**config.mk**
```make
export PLATFORM = sky130hd
export DESIGN_NAME = game_sequencer
export DESIGN_NICKNAME = d
export VERILOG_FILES = /design/src/rtl/game_sequencer.sv
export SDC_FILE = /design/constraint.sdc
export NUM_CORES = 1
export LEC_CHECK = 0
export ABC_AREA = 1
export BUFFER_PORTS_ARGS = -buffer_cell sky130_fd_sc_hd__buf_2
export CAP_MARGIN = 0
export CORE_MARGIN = 4
export CORE_UTILIZATION = 30
export CTS_CLUSTER_SIZE = 10
export DETAILED_ROUTE_END_ITERATION = 7
export GPL_TIMING_DRIVEN = 0
export RECOVER_POWER = 25
export SYNTH_ARGS = -nofsm -noshare
export SYNTH_HDL_FRONTEND = slang
export SYNTH_SLANG_ARGS = --single-unit
```
**constraint.sdc**
```tcl
create_clock -name frame_clk -period 11.8 [get_ports frame_clk]
set_input_delay 3.54 -clock frame_clk [delete_from_list [all_inputs] [get_ports frame_clk]]
set_output_delay 3.54 -clock frame_clk [all_outputs]
set_load 0.02 [all_outputs]
```
**src/rtl/game_sequencer.sv**
```systemverilog
// game_sequencer: game-flow controller for the platform-jumper.
// Sequences TITLE -> SPAWN -> PLAY <-> PAUSE -> DYING -> SPAWN/OVER, drives the
// ball's reset/enable, detects falls below the floor and keeps score, lives
// and the high score.
module game_sequencer #(
   parameter int          LIVES        = 3,
   parameter int          SPAWN_FRAMES = 8,
   parameter int          DEATH_FRAMES = 60,
   parameter logic [10:0] DEATH_Y      = 11'd470,
   parameter logic [7:0]  KEY_START    = 8'd44,
   parameter logic [7:0]  KEY_PAUSE    = 8'd19
) (
   input  logic        frame_clk,
   input  logic        Reset,
   input  logic [7:0]  keycode,
   input  logic [10:0] BallY,
   input  logic [15:0] jump_count,
   output logic        ball_reset,
   output logic        play_en,
   output logic [2:0]  state,
   output logic [15:0] score,
   output logic [15:0] high_score,
   output logic [1:0]  lives,
   output logic        game_over
);

   typedef enum logic [2:0] {
      TITLE = 3'd0,
      SPAWN = 3'd1,
      PLAY  = 3'd2,
      PAUSE = 3'd3,
      DYING = 3'd4,
      OVER  = 3'd5
   } phase_t;

   localparam logic [7:0] SPAWN_LAST = 8'(SPAWN_FRAMES - 1);
   localparam logic [7:0] DEATH_LAST = 8'(DEATH_FRAMES - 1);
   localparam logic [1:0] LIVES_INIT = 2'(LIVES);

   phase_t      cur;
   logic [7:0]  frame_cnt;
   logic [7:0]  key_prev;
   logic [15:0] base;
   logic [15:0] acc;
   logic [16:0] sum;
   logic [15:0] play_score;
   logic        start_press;
   logic        pause_press;

   // Moore output pattern {ball_reset, play_en, game_over} for a phase; the
   // outputs are loaded together with the phase so they switch on the same edge.
   function automatic logic [2:0] moore(input phase_t p);
      case (p)
         TITLE:   moore = 3'b100;
         SPAWN:   moore = 3'b100;
         PLAY:    moore = 3'b010;
         PAUSE:   moore = 3'b000;
         DYING:   moore = 3'b000;
         OVER:    moore = 3'b101;
         default: moore = 3'b100;
      endcase
   endfunction

   assign state       = cur;
   assign start_press = (keycode == KEY_START) && (key_prev != KEY_START);
   assign pause_press = (keycode == KEY_PAUSE) && (key_prev != KEY_PAUSE);

   // Running score: banked score plus jumps since spawn, saturating at 16'hFFFF.
   always_comb begin
      sum        = {1'b0, acc} + {1'b0, 16'(jump_count - base)};
      play_score = sum[16] ? '1 : sum[15:0];
   end

   assign score = (cur == PLAY) ? play_score : acc;

   // Game-flow state machine with frame counter, key edge tracking and bookkeeping.
   always_ff @(posedge frame_clk or posedge Reset) begin
      if (Reset) begin
         cur        <= TITLE;
         ball_reset <= 1'b1;
         play_en    <= 1'b0;
         game_over  <= 1'b0;
         frame_cnt  <= '0;
         key_prev   <= '0;
         base       <= '0;
         acc        <= '0;
         lives      <= '0;
         high_score <= '0;
      end else begin
         key_prev  <= keycode;
         frame_cnt <= frame_cnt + 8'd1;
         case (cur)
            TITLE: begin
               if (start_press) begin
                  lives     <= LIVES_INIT;
                  acc       <= '0;
                  cur       <= SPAWN;
                  frame_cnt <= '0;
                  {ball_reset, play_en, game_over} <= moore(SPAWN);
               end
            end
            SPAWN: begin
               if (frame_cnt == SPAWN_LAST) begin
                  base      <= jump_count;
                  cur       <= PLAY;
                  frame_cnt <= '0;
                  {ball_reset, play_en, game_over} <= moore(PLAY);
               end
            end
            PLAY: begin
               // A fall wins over a pause press arriving on the same frame.
               if (BallY >= DEATH_Y) begin
                  acc <= play_score;
                  if (lives != '0)
                     lives <= lives - 2'd1;
                  cur       <= DYING;
                  frame_cnt <= '0;
                  {ball_reset, play_en, game_over} <= moore(DYING);
               end else if (pause_press) begin
                  cur       <= PAUSE;
                  frame_cnt <= '0;
                  {ball_reset, play_en, game_over} <= moore(PAUSE);
               end
            end
            PAUSE: begin
               if (pause_press) begin
                  cur       <= PLAY;
                  frame_cnt <= '0;
                  {ball_reset, play_en, game_over} <= moore(PLAY);
               end
            end
            DYING: begin
               if (frame_cnt == DEATH_LAST) begin
                  frame_cnt <= '0;
                  if (lives == '0) begin
                     if (acc > high_score)
                        high_score <= acc;
                     cur <= OVER;
                     {ball_reset, play_en, game_over} <= moore(OVER);
                  end else begin
                     cur <= SPAWN;
                     {ball_reset, play_en, game_over} <= moore(SPAWN);
                  end
               end
            end
            OVER: begin
               if (start_press) begin
                  cur       <= TITLE;
                  frame_cnt <= '0;
                  {ball_reset, play_en, game_over} <= moore(TITLE);
               end
            end
            default: begin
               cur       <= TITLE;
               frame_cnt <= '0;
               {ball_reset, play_en, game_over} <= moore(TITLE);
            end
         endcase
      end
   end

endmodule
```
# After elaboration in Yosys (flattened, before gate mapping)

Cells that the tools add are included.

Add/subtract/negate cells: 4
Magnitude comparators: 2
Eq/ne operators: 20
Muxes and demuxes: 42
Reduce and logical (&&, ||, !) cells: 14

Operators by type and width:

| cell                  | count |
|---|---|
| $mux W16              | 4 |
| $mux W8               | 5 |
| $pmux W8 S5           | 1 |
| $pmux W16 S2          | 1 |
| $mux W3               | 8 |
| $pmux W3 S6           | 1 |
| $add A16 B16 Y17      | 1 |
| $eq A8 B6 Y1 const B  | 2 |
| $gt A16 B16 Y1        | 1 |
| $sub A16 B16 Y16      | 1 |
| $mux W1               | 15 |
| $pmux W1 S5           | 3 |
| $ge A11 B9 Y1 const B | 1 |
| $ne A2 B2 Y1 const B  | 5 |
| $add A8 B1 Y8 const B | 1 |
| $eq A8 B3 Y1 const B  | 1 |
| $eq A8 B5 Y1 const B  | 1 |
| $ne A8 B5 Y1 const B  | 1 |
| $ne A8 B6 Y1 const B  | 1 |
| $reduce_and A4 Y1     | 2 |
| $eq A3 B2 Y1 const B  | 2 |
| $eq A3 B3 Y1 const B  | 2 |
| $mux W2               | 3 |
| $ne A2 B1 Y1 const B  | 3 |
| other kinds (13)      | 16 |

Register bits after elaboration: 72
Bits of input ports: 37
Output and inout bits: 40
Word-level logic and storage cells: 92

# Depth between registers and ports, before layout

Gate-level depths: netlist (run 1).

Word-level depth: 5
Depth in mapped cells: 21
Depth with buffers taken out: 21

# Worst setup path before layout (run 1)

OpenSTA, ideal clock, no wires.

Path kind: input-to-output
Start point: input port jump_count[0]
End point: output port score[0]
Data arrival time: 6.134 ns
Required time: 8.260 ns
Path slack: 2.126 ns
Stages: 18
Buffers on the path: 1
Cells stage by stage: inv_1 -> ha_1 -> inv_1 -> fa_1 -> nand3_1 -> nand2_1 -> a21oi_1 -> o21ai_0 -> xor2_1 -> ha_1 -> nand2_1 -> nor2_1 -> and2_1 -> a21oi_4 -> buf_6 -> nand2_1 -> nand2_1 -> o21ai_0

Cells in the longest elaborated chain, start to end: 4

Ends and longest elaborated chain:

| what             | line | source |
|---|---|---|
| start, declared  | 17   | `input logic [15:0] jump_count,` |
| $sub A16 B16 Y16 | 70   | `sum = {1'b0, acc} + {1'b0, 16'(jump_count - base)};` |
| $add A16 B16 Y17 | 70   |  |
| $mux W16         | 71   | `play_score = sum[16] ? '1 : sum[15:0];` |
| $mux W16         | 74   | `assign score = (cur == PLAY) ? play_score : acc;` |
| end, declared    | 21   | `output logic [15:0] score,` |

No other way between the ends.

# Final worst setup path (run 1)

Ends and elaborated chain as after synthesis.

==> results of run 1 <==
## layer usage
layer	vias to the layer above	global-route usage [%]	wire (microns)
met3	18	2.793	504
met2	90	23.85	6512
met5	-	0	0
met4	0	4.566	262
li1	2725	-	-
met1	2315	19.22	6996
## cells in the mapped netlist (6+ instances only)
| cell type | n | area [sq um] |
|---|---|---|
| nor2_1 | 46 | 172.7 |
| xor2_1 | 8 | 70.07 |
| a21oi_1 | 49 | 245.2 |
| o21ai_0 | 19 | 95.09 |
| nand2_1 | 257 | 964.7 |
| nor3_1 | 8 | 40.04 |
| buf_2 | 7 | 35.03 |
| mux2_2 | 15 | 168.9 |
| nand3_1 | 80 | 400.4 |
| nand4_1 | 6 | 37.54 |
| dfrtp_1 | 71 | 1777 |
| xnor2_1 | 12 | 105.1 |
| nand3b_1 | 8 | 60.06 |
| inv_1 | 114 | 427.9 |
| ha_1 | 50 | 625.6 |
## worst min-delay path, cell delays in order (launching register included)
cell and delay, ns:
dfstp_2 0.36, nand2_1 0.05, nand2_1 0.05
## final cells by class
type	count	area, sq um
plain buffers	15	80.08
clock buffers	10	239.0
clock inverters	6	90.09
fillers	1962	11560
inverters	117	440.4
multi-input cells	591	3266
flip-flops and latches	72	1803
well taps	229	286.5
repair buffers	76	382.9
## sequential cells by signal (all words and copies together), names as in the netlist
register / count
ball_reset: 1
play_en: 1
acc: 16
key_prev: 8
high_score: 16
lives: 2
base: 16
state: 3
frame_cnt: 8
game_over: 1
## through the flow
step / instance area (sq um) / setup WS (ns)
2_1_floorplan: 5607 / 2.126
3_3_place_gp: 6269 / 1.392
3_5_place_dp: 6299 / 1.402
4_1_cts: 6628 / 1.397
5_1_grt: 6588 / 1.080
6_report: 6588 / 1.409
## power breakdown
group / leakage, nW / internal [W] / switching (W) / total, W
Clock: 0.159 / 0.000192 / 0.000111 / 0.000303
Combinational: 2.60 / 0.000521 / 0.000922 / 0.00144
Sequential: 0.921 / 0.000319 / 0.0000809 / 0.000400
## cell families (layout without fill, tap and decap cells)
group	after synthesis	in the layout	synth area share [%]
AND/OR/NAND/NOR	423	423	32.52
buffers and inverters	132	224	9.395
AO/OA/AOI/OAI	81	81	7.923
flip-flops	72	72	32.16
adder cells (fa/ha/maj)	52	52	11.87
XOR/XNOR	20	20	3.124
multiplexers	15	15	3.013
## worst max-delay path by stage
stage,slack (ns),to,depth (start not counted)
after global routing,1.08,score[14],20
final,1.41,score[0],20
after detailed placement,1.40,score[0],20
after global placement,1.39,score[11],20
after CTS,1.40,score[0],20
after floorplan,2.13,score[0],18
==> results.toml, run 1 <==
[sta]
hold_viol = 0
finalMaxSlewViolations = 0
finalSetupTns_ns = 0
clock_skew_ns = 0.008792
rsz0062_at_grt = "false"
slew_headroom_pct = 24.15
setup_violations = 0
fin_crit_sh_pct = 88.06
worstMarginPinSlew_ns = 1.129
min_period_ns = 10.39
fmax_mhz = 96.24
holdWs_ns = 0.4683

[clock_network]
tritoncts = "done"
cts_root_buffer = "clkbuf_16"
numCtsBuffers = 9
clockBufferDepth = 2
htreeDepth = 3
cts_sinks = 72
cts.clk_slew.worst_paths_ns = 0.06
post_cts_buffers = 0
insertion_delay_ns = 0.34
cts_resized = 0
cts_hold_buf = 0

[critical_path]
r2r_cells = 17
rrSetupSlack_ns = 8.38
crit_family = "adder cells"
crit_path_end_kind = "primary output"
critical_path_class = "primary input to primary output"
worstPathRequired_ns = 8.26
worstReg2RegStart = "base[0]$_DFFE_PP0P_"
critical_path.startpoint = "jump_count[0]"
crit_top_cell = "nand2_1"
start_kind = "primary input"
rr_endpoint = "acc[11]$_DFFE_PP0P_"
slowest_delay_ns = 0.44
crit_fanout = 10
cp.buffers_inverters = 5
path_cells = "buf_2 -> inv_1 -> ha_1 -> inv_1 -> fa_1 -> nand3_1 -> nand2_1 -> a21oi_1 -> o21ai_0 -> xor2_1 -> ha_1 -> nand2_1 -> nor2_1 -> and2_1 -> a21oi_4 -> buf_6 -> nand2_1 -> nand2_1 -> o21ai_0 -> buf_2"
cp.arrival_ns = 6.85
slowest_stage = "fa_1"

[global_route]
grt_pass1_wl_microns = 24250
grt_pass1_vias = 5091
grt_usage_pct = 14.47
grt_remaining_overflow = 0
antenna_found_initial = 0
grt_max_degree = 62

[min_path]
hold_depth = 2
hold_start = "ball_reset$_DFFE_PP1P_"
hold_end = "ball_reset$_DFFE_PP1P_"
min_path_type = "flip-flop to flip-flop"

[route]
via_per_inst = 4.613
wl_microns = 14280
drc = 0
wl_per_cell_microns = 12.79
num_vias = 5148
first_pass_iters = 5
postRouteAntennaNets = 0
first_iter_violations = 215

[outcome]
status = "finished clean"

[placement]
gp_congestion = 0.9005
dp_cells = 1100
hpwl_microns = 11640
io_buffers = 75

[layout]
final_cells = 1116
layout_commonest_cell = "nand2_1"
n_antenna_cell = 0
finalNetCount = 971
final_cell_mix = "nand2_1 (257), inv_1 (113), nand3_1 (80)"
fin_util_pct = 36.30
syn_to_final_growth_pct = 17.50
drive_gt1_share_pct = 13.30

[die]
dieWidth_microns = 144.7
io_pins = 77
die_area_sq_mm = 0.02094
core_area_sq_mm = 0.01815
row_count = 49
die_h_microns = 144.7
initial_core_util_pct = 30.89

[yosys]
syn_area_sq_mm = 0.005607
ys_ff_latch = 72
syn_nets = 884
synth-edff-count = 0
seq_area_frac_synth_pct = 32.16
syn_inst = 795
ys.flop_type = "dfrtp_1"
synth_cell_type_count = 40
async_flop_share_pct = 100.0
syn_area_per_cell_sq_um = 7.052
yosys_warnings = 0

[pwr]
p_leak_nw = 3.680
power_density_mw_per_mm2 = 325.7
ir_drop_mv = 0.1636
power_w = 0.002146

[flow_run]
drv_cap = 0
No activity file was read; power rests on OpenSTA's default activity.
==> run 2, diff against run 1 <==
- clock period: 11.8 -> 8.9 ns (I/O delays scaled with it)
==> results.toml, run 2 (same netlist as run 1, synthesis figures left out) <==
[global_route]
grt_pass1_vias = 5091
grt_usage_pct = 14.47
grt_remaining_overflow = 0
antenna_found_initial = 0
grt_max_degree = 62
grt_pass1_wl_microns = 24250

[route]
first_iter_violations = 216
wl_per_cell_microns = 12.83
via_per_inst = 4.607
wl_microns = 14320
drc = 0
first_pass_iters = 5
postRouteAntennaNets = 0
num_vias = 5141

[critical_path]
critical_path.startpoint = "jump_count[0]"
critical_path_class = "primary input to primary output"
slowest_stage = "fa_1"
crit_top_cell = "nand2_1"
worstReg2RegStart = "base[0]$_DFFE_PP0P_"
crit_path_end_kind = "primary output"
start_kind = "primary input"
cp.arrival_ns = 5.92
crit_fanout = 10
slowest_delay_ns = 0.44
path_cells = "buf_2 -> inv_1 -> ha_1 -> inv_1 -> fa_1 -> nand3_1 -> nand2_1 -> a21oi_2 -> o21ai_0 -> xor2_1 -> ha_1 -> nand2_1 -> nor2_1 -> and2_1 -> a21oi_4 -> buf_6 -> nand2_1 -> nand2_1 -> o21ai_0 -> buf_2"
worstPathRequired_ns = 6.23

[sta]
min_period_ns = 8.586
fin_crit_sh_pct = 96.48
finalSetupTns_ns = 0
clock_skew_ns = 0.008558
holdWs_ns = 0.4677
worstMarginPinSlew_ns = 1.129
hold_viol = 0
slew_headroom_pct = 24.15
fmax_mhz = 116.5
rsz0062_at_grt = "false"
finalMaxSlewViolations = 0
setup_violations = 0

[die]
initial_core_util_pct = 30.89
row_count = 49
io_pins = 77
die_h_microns = 144.7
dieWidth_microns = 144.7
core_area_sq_mm = 0.01815
die_area_sq_mm = 0.02094

[layout]
reg_top3 = "acc (16), base (16), high_score (16)"
finalNetCount = 971
layout_commonest_cell = "nand2_1"
syn_to_final_growth_pct = 17.59
final_cell_mix = "nand2_1 (257), inv_1 (113), nand3_1 (80)"
n_antenna_cell = 0
n_fill_cell = 1961
drive_gt1_share_pct = 13.53

[min_path]
min_path_type = "flip-flop to flip-flop"
hold_start = "play_en$_DFFE_PP0P_"

[placement]
io_buffers = 75
hpwl_microns = 11640
gp_congestion = 0.9005

[clock_network]
insertion_delay_ns = 0.34
cts_resized = 0
cts_root_buffer = "clkbuf_16"
cts_hold_buf = 0
post_cts_buffers = 0
tritoncts = "done"
clockBufferDepth = 2
cts_sinks = 72
htreeDepth = 3
numCtsBuffers = 9
cts.clk_slew.worst_paths_ns = 0.06

[pwr]
ir_drop_mv = 0.2202
power_w = 0.002849
power_density_mw_per_mm2 = 432.2
p_leak_nw = 3.683

[outcome]
status = "finished clean"

[flow_run]
drv_cap = 0
run 2: changes by cell type in the layout (fill, tap and decap cells not counted):
cell      previous run  this run
a21oi_1             49        48
a21oi_2              0         1
buf_2               66        67
clkbuf_1            20        19
run 2: final cells by class:
class	count	area (sq um)	area share (%)
buffer	15	80.08	1.215
sequential	72	1803	27.35
multi-input combinational	591	3269	49.59
inverter	117	440.4	6.681
clock buffer	10	239.0	3.625
clock inverter	6	90.09	1.366
tap	229	286.5	4.346
timing repair buffer	76	384.1	5.827
run 2: power breakdown:
part	total [W]	leakage, nW	internal (W)	switching, W
registers	0.000530	0.921	0.000423	0.000107
clock network	0.000402	0.159	0.000254	0.000148
logic	0.00192	2.60	0.000692	0.00123
run 2: worst paths after layout:
kind	slack [ns]	cells past startpoint	end
worst max-delay path	0.31	20	score[0]
min in group asynchronous	2.36	2	base[8]$_DFFE_PP0P_
worst min-delay path	0.47	2	play_en$_DFFE_PP0P_
worst min register to register	0.47	2	play_en$_DFFE_PP0P_
worst max register to register	5.55	17	acc[11]$_DFFE_PP0P_
max in group asynchronous	5.85	3	ball_reset$_DFFE_PP1P_
run 2: per-stage QoR:
stage          instance area [sq um]  std cells  setup WS [ns]  util [%]
3_5_place_dp                    6299       1100         0.2417     34.71
3_3_place_gp                    6269       1099         0.2324     34.54
4_1_cts                         6628       1116         0.2367     36.52
5_1_grt                         6593       1116       0.009828     36.33
2_1_floorplan                   5607        795         0.9661         -
6_report                        6593       1116         0.3136     36.33
run 2: worst max-delay path, delay by kind of cell:
family,cells,cell delay (ns)
xor+xnor,1,0.22
buf+inv,5,0.61
fa+ha+maj,3,0.89
simple gates,7,0.76
compound gates,4,0.74
run 2: routing by layer:
layer | vias to the layer above | GRT usage, % | wire, microns
li1 | 2722 | - | -
met1 | 2303 | 19.22 | 7002
met2 | 98 | 23.85 | 6520
met3 | 18 | 2.793 | 534
met4 | 0 | 4.566 | 264
met5 | - | 0 | 0
